<file path="src/rtl/light_sequencer_pkg.sv">
// Shared keyboard definitions: the twelve note key codes, the note-player
// state encoding and small sizing helpers used by the light and tone blocks.
package light_sequencer_pkg;

  localparam logic [7:0] KEY_Z = 8'h7A;
  localparam logic [7:0] KEY_S = 8'h73;
  localparam logic [7:0] KEY_X = 8'h78;
  localparam logic [7:0] KEY_D = 8'h64;
  localparam logic [7:0] KEY_C = 8'h63;
  localparam logic [7:0] KEY_V = 8'h76;
  localparam logic [7:0] KEY_G = 8'h67;
  localparam logic [7:0] KEY_B = 8'h62;
  localparam logic [7:0] KEY_H = 8'h68;
  localparam logic [7:0] KEY_N = 8'h6E;
  localparam logic [7:0] KEY_J = 8'h6A;
  localparam logic [7:0] KEY_M = 8'h6D;

  localparam logic [7:0] NO_NOTE = 8'h00;

  typedef enum logic [1:0] {
    ST_IDLE = 2'd0,
    ST_HOLD = 2'd1,
    ST_GAP  = 2'd2
  } seq_state_t;

  function automatic logic is_note_code(input logic [7:0] code);
    case (code)
      KEY_Z, KEY_S, KEY_X, KEY_D, KEY_C, KEY_V,
      KEY_G, KEY_B, KEY_H, KEY_N, KEY_J, KEY_M: return 1'b1;
      default:                                  return 1'b0;
    endcase
  endfunction

  // Bits needed to hold the larger of the two cycle counts without wrapping.
  function automatic int timer_width(input longint unsigned hold,
                                     input longint unsigned gap);
    longint unsigned biggest;
    int w;
    biggest = (hold > gap) ? hold : gap;
    w = $clog2(biggest + 1);
    return (w < 1) ? 1 : w;
  endfunction

endpackage

</file>
<file path="src/rtl/note_fifo.sv">
// Small synchronous FIFO for queued note codes; head word is visible
// combinationally so the player can load it on the same edge it pops.
module note_fifo #(
  parameter int DEPTH = 4,
  parameter int WIDTH = 8
) (
  input  logic             clk,
  input  logic             rst,
  input  logic             clear,
  input  logic             push,
  input  logic [WIDTH-1:0] push_data,
  input  logic             pop,
  output logic [WIDTH-1:0] head,
  output logic             full,
  output logic             empty
);

  localparam int AW = $clog2(DEPTH);

  logic [WIDTH-1:0] mem [DEPTH];
  logic [AW:0]      wr_ptr_reg;
  logic [AW:0]      rd_ptr_reg;
  logic             do_push;
  logic             do_pop;

  // Extra pointer MSB distinguishes full from empty when the indices match.
  assign empty   = (wr_ptr_reg == rd_ptr_reg);
  assign full    = (wr_ptr_reg[AW] != rd_ptr_reg[AW]) &&
                   (wr_ptr_reg[AW-1:0] == rd_ptr_reg[AW-1:0]);
  assign do_push = push && !full;
  assign do_pop  = pop && !empty;
  assign head    = mem[rd_ptr_reg[AW-1:0]];

  always_ff @(posedge clk) begin
    if (rst || clear) begin
      wr_ptr_reg <= '0;
      rd_ptr_reg <= '0;
    end else begin
      if (do_push) wr_ptr_reg <= wr_ptr_reg + (AW+1)'(1);
      if (do_pop)  rd_ptr_reg <= rd_ptr_reg + (AW+1)'(1);
    end
  end

  always_ff @(posedge clk) begin
    if (do_push && !clear && !rst) mem[wr_ptr_reg[AW-1:0]] <= push_data;
  end

endmodule

</file>
<file path="src/rtl/light_sequencer.sv">
// Queues note keys from the keyboard receiver and presents each one on
// outSel for a fixed hold time, separated by a fixed silent gap.
module light_sequencer
  import light_sequencer_pkg::*;
#(
  parameter longint unsigned HOLD_CYCLES = 10000000,
  parameter longint unsigned GAP_CYCLES  = 1000000,
  parameter int              FIFO_DEPTH  = 4
) (
  input  logic       clk,
  input  logic       rst,
  input  logic [7:0] inKey,
  input  logic       inValid,
  output logic       outReady,
  input  logic       inClear,
  output logic [7:0] outSel,
  output logic       outBusy,
  output logic       outDrop
);

  localparam int              TW        = timer_width(HOLD_CYCLES, GAP_CYCLES);
  localparam bit              HAS_GAP   = (GAP_CYCLES > 0);
  localparam logic [TW-1:0]   HOLD_LOAD = TW'(HOLD_CYCLES - 1);
  localparam logic [TW-1:0]   GAP_LOAD  = HAS_GAP ? TW'(GAP_CYCLES - 1) : '0;

  seq_state_t    state_reg, state_next;
  logic [TW-1:0] timer_reg, timer_next;
  logic [7:0]    sel_reg, sel_next;
  logic [7:0]    out_sel_reg;
  logic          drop_reg;

  logic          accept;
  logic          key_is_note;
  logic          fifo_pop;
  logic          fifo_full;
  logic          fifo_empty;
  logic [7:0]    fifo_head;

  assign key_is_note = is_note_code(inKey);
  assign accept      = inValid && outReady;
  assign outReady    = !fifo_full;

  note_fifo #(
    .DEPTH (FIFO_DEPTH),
    .WIDTH (8)
  ) u_fifo (
    .clk       (clk),
    .rst       (rst),
    .clear     (inClear),
    .push      (accept && key_is_note),
    .push_data (inKey),
    .pop       (fifo_pop),
    .head      (fifo_head),
    .full      (fifo_full),
    .empty     (fifo_empty)
  );

  always_comb begin
    state_next = state_reg;
    timer_next = timer_reg;
    sel_next   = sel_reg;
    fifo_pop   = 1'b0;
    if (inClear) begin
      state_next = ST_IDLE;
      timer_next = '0;
      sel_next   = NO_NOTE;
    end else begin
      case (state_reg)
        ST_IDLE: begin
          sel_next = NO_NOTE;
          if (!fifo_empty) begin
            fifo_pop   = 1'b1;
            sel_next   = fifo_head;
            timer_next = HOLD_LOAD;
            state_next = ST_HOLD;
          end
        end
        ST_HOLD: begin
          if (timer_reg == '0) begin
            sel_next = NO_NOTE;
            if (HAS_GAP) begin
              timer_next = GAP_LOAD;
              state_next = ST_GAP;
            end else begin
              state_next = ST_IDLE;
            end
          end else begin
            timer_next = timer_reg - TW'(1);
          end
        end
        ST_GAP: begin
          sel_next = NO_NOTE;
          if (timer_reg == '0) begin
            state_next = ST_IDLE;
          end else begin
            timer_next = timer_reg - TW'(1);
          end
        end
        default: begin
          state_next = ST_IDLE;
          timer_next = '0;
          sel_next   = NO_NOTE;
        end
      endcase
    end
  end

  // outSel is a second register stage behind sel_reg so the LED/tone inputs
  // see the code two edges after the key was accepted.
  always_ff @(posedge clk) begin
    if (rst) begin
      state_reg   <= ST_IDLE;
      timer_reg   <= '0;
      sel_reg     <= NO_NOTE;
      out_sel_reg <= NO_NOTE;
      drop_reg    <= 1'b0;
    end else begin
      state_reg   <= state_next;
      timer_reg   <= timer_next;
      sel_reg     <= sel_next;
      out_sel_reg <= inClear ? NO_NOTE : sel_reg;
      drop_reg    <= accept && !key_is_note && !inClear;
    end
  end

  assign outSel  = out_sel_reg;
  assign outDrop = drop_reg;
  assign outBusy = (state_reg != ST_IDLE) || !fifo_empty;

endmodule

</file>
<file path="config.mk">
export PLATFORM = sky130hd
export DESIGN_NAME = light_sequencer
export DESIGN_NICKNAME = d
export VERILOG_FILES = /design/src/rtl/light_sequencer_pkg.sv /design/src/rtl/note_fifo.sv /design/src/rtl/light_sequencer.sv
export SDC_FILE = /design/constraint.sdc
export NUM_CORES = 1
export LEC_CHECK = 0
export ABC_AREA = 1
export CAP_MARGIN = 20
export CELL_PAD_IN_SITES_DETAIL_PLACEMENT = 0
export CELL_PAD_IN_SITES_GLOBAL_PLACEMENT = 1
export CORE_UTILIZATION = 46
export CTS_BUF_LIST = sky130_fd_sc_hd__clkbuf_2 sky130_fd_sc_hd__clkbuf_4 sky130_fd_sc_hd__clkbuf_8
export CTS_CLUSTER_SIZE = 25
export DETAILED_ROUTE_END_ITERATION = 8
export PLACE_DENSITY_LB_ADDON = 0.3
export SKIP_LAST_GASP = 1
export SLEW_MARGIN = 5
export SYNTH_ARGS = -nofsm -noshare
export SYNTH_HDL_FRONTEND = slang
export SYNTH_SLANG_ARGS = --single-unit
</file>
<file path="constraint.sdc">
create_clock -name clk -period 2.93 [get_ports clk]
set_clock_uncertainty 0.2 [all_clocks]
set_input_delay 0.4395 -clock clk [delete_from_list [all_inputs] [get_ports clk]]
set_output_delay 0.4395 -clock clk [all_outputs]
set_load 0.05 [all_outputs]
</file>
==> flow_summary.toml <==
[status]
run_status = "complete, no violations"

[cts]
insertion_delay_ns = 0.37
cts.path.max_buffers = 2
clock-sinks = 83
cts_inserted_buffers = 9
path_clk_slew_ns = 0.09
cts_tree = "done"
cts_root_buf = "clkbuf_8"
post_cts_buffers = 0
hold_buffers = 0
cts.repair.resized = 0
cts_max_level = 3

[sta]
setup_viol = 0
fin_ws_ns = 0.247
rsz0062_at_grt = "false"
timing.final.crit_share_pct = 91.6
tightest_slew_ns = 0.560
max_freq_ghz = 0.373
hold_viol_final = 0
fin_tns_setup_ns = 0
slew-limit-headroom_pct = 62.4
holdWs_ns = 0.225
min_period_ns = 2.68
final_max_slew_viol_count = 0

[routing]
dr.pass1.iters = 5
wl_mm = 8.66
drc = 0
route.detailed.wl_per_inst_um = 13.8
antenna_left = 0
num_vias = 3248
viasPerCell = 5.16
drt_iter0_markers = 221

[critical_path]
start_kind = "register"
r2r-end = "timer_reg[8]$_SDFFE_PP0P_"
endpoint_kind = "primary output"
critPathRequiredTime_ns = 2.29
cp_max_fo = 5
arrival_ns = 2.04
crit_type = "reg2out"
r2r_cells = 11
r2r-start = "timer_reg[0]$_SDFFE_PP0P_"
rrSetupSlack_ns = 0.57

[grt]
grt_use_total_pct = 21.5
first_global_vias = 2968
grt_max_degree = 29
grt-ovfl-total = 0
antenna_found_initial = 0
grt_first_pass_wirelength_mm = 14.5

[floorplan]
dieArea_um2 = 8860
die_w_um = 94.2
die_height_um = 94.2
io_pins = 23
initial_core_util_pct = 47.5
core_area_um2 = 8220
row_count = 33

[run]
maxCapViolCount = 0

[power_and_ir_drop]
power.density_nw_per_um2 = 727
power_mw = 3.25
leakage_nw = 1.86
max-vdd-ir-drop_mv = 0.331

[logic_synthesis]
synth_compound_area_share_pct = 9.93
async_flop_share_pct = 0
synth_top_family_by_area = "simple AND/OR/NAND/NOR gates"
synth_xor_area_share_pct = 3.36
yosys.area_share.simple_pct = 27.5
synth_edf_count = 32
synth_warnings = 0
syn-cell-area_um2 = 3910
synthAdderAreaFrac_pct = 2.24
syn_area_per_cell_um2 = 7.99
synth_cells = 489
synth-seq-cells = 83
seq_area_frac_synth_pct = 50.7
synthMuxAreaShare_pct = 0
synth.distinct_cells = 32
synth_nets = 508
synth_ff_type = "dfxtp_1"

[placement]
portBuffers = 22
placed_cell_area_um2 = 4260
place_congestion = 0.773
dp_slack_ns = 0.214
dp_hpwl_mm = 6.08

[layout]
fin_nets = 538
syn2layout_area_growth_pct = 14.5
drive_gt1_share_pct = 6.87
final_cell_area_um2 = 4470
antenna_cells = 0
largest_reg_flops = 32

[hold_path]
hp-class = "reg2reg"
holdPathEnd = "outSel[2]$_SDFF_PP0_"
holdPathStages = 2
holdCritStartpoint = "sel_reg[2]$_SDFFE_PP0N_"
-- power by group --
part / switching, mW / internal, mW
logic: 0.718 / 0.364
clock network: 0.469 / 0.418
registers: 0.0466 / 1.24
total: 1.23 / 2.02
-- synthesized netlist by cell type (2+ instances only) --
cell type	number	share of area [%]
a211oi_1	2	0.38
a21oi_1	21	2.7
buf_4	2	0.38
clkbuf_1	7	0.67
dfxtp_1	51	26
edfxtp_1	32	25
ha_1	7	2.2
inv_1	47	4.5
inv_2	2	0.19
nand2_1	115	11
nand3_1	30	3.8
nand4_1	7	1.1
nor2_1	90	8.6
nor2_2	4	0.64
nor2_4	2	0.58
nor3_1	6	0.77
o21ai_0	26	3.3
o21bai_1	4	0.77
o32ai_1	8	1.8
xnor2_1	9	2.0
xor2_1	6	1.3
-- metal layers --
metal,part of all wire [%],GRT usage (%),routed length (um)
met4,1.8,8.85,158
met5,0,0,0
met2,46,33.5,3950
met1,48,29.5,4200
met3,4.1,3.32,352
-- cell type report --
cell class | instances | area, um^2
clock inverter | 7 | 87.6
inverter | 50 | 188
clock buffer | 9 | 124
multi-input combinational | 345 | 1680
fill | 797 | 3740
tap | 105 | 131
timing repair buffer | 30 | 280
sequential | 83 | 1980
-- worst max-delay path, stage by stage (launching register included) --
cell and delay, ns:
dfxtp_1 0.44, xnor2_1 0.16, nand2_1 0.07, nor2_1 0.13, nand2_1 0.14, clkdlybuf4s50_1 0.74
-- logic make-up (layout without fill, tap and decap cells) --
group | Yosys count | after routing
xor gates and xnor gates | 15 | 15
adders and majority gates | 7 | 7
DFF | 83 | 83
and+or+nand+nor | 258 | 258
buffers and inverters | 61 | 96
AOI/OAI and AO/OA | 65 | 65
-- stage by stage --
stage,cells,utilization [%]
after floorplan,489,-
after global placement,613,51.9
after detailed placement,613,51.9
after CTS,629,54.4
after global routing,629,54.4
final,629,54.4
-- layout by cell type (no fill, tap or decap), drive strengths merged --
cell           netlist  final
nand2              116    116
nor2                96     96
inv                 49     55
dfxtp               51     51
edfxtp              32     32
nand3               31     31
o21ai               29     29
clkdlybuf4s50        0     22
a21oi               21     21
xnor2                9      9
clkbuf               7      9
o32ai                8      8
buf                  4      8
nand4                7      7
ha                   7      7
xor2                 6      6
nor3                 6      6
o21bai               4      4
a211oi               2      2
and3b                1      1
o31ai                1      1
clkinv               1      1
nand3b               1      1
bufinv               0      1
-- how the worst max path moves through the flow --
stage	endpoint	cells past startpoint	slack (ns)	startpoint
after CTS	outBusy	5	0.22	u_fifo.wr_ptr_reg[0]$_SDFFE_PP0N_
final	outBusy	5	0.25	u_fifo.wr_ptr_reg[0]$_SDFFE_PP0N_
after floorplan	u_fifo.mem[0][0]$_DFFE_PP_	6	0.38	u_fifo.wr_ptr_reg[1]$_SDFFE_PP0N_
after global routing	outBusy	5	0.09	u_fifo.wr_ptr_reg[0]$_SDFFE_PP0N_
after detailed placement	u_fifo.mem[3][6]$_DFFE_PP_	10	0.21	inKey[3]
after global placement	u_fifo.mem[3][6]$_DFFE_PP_	9	0.32	inKey[1]
No activity file was read; power rests on OpenSTA's default activity.
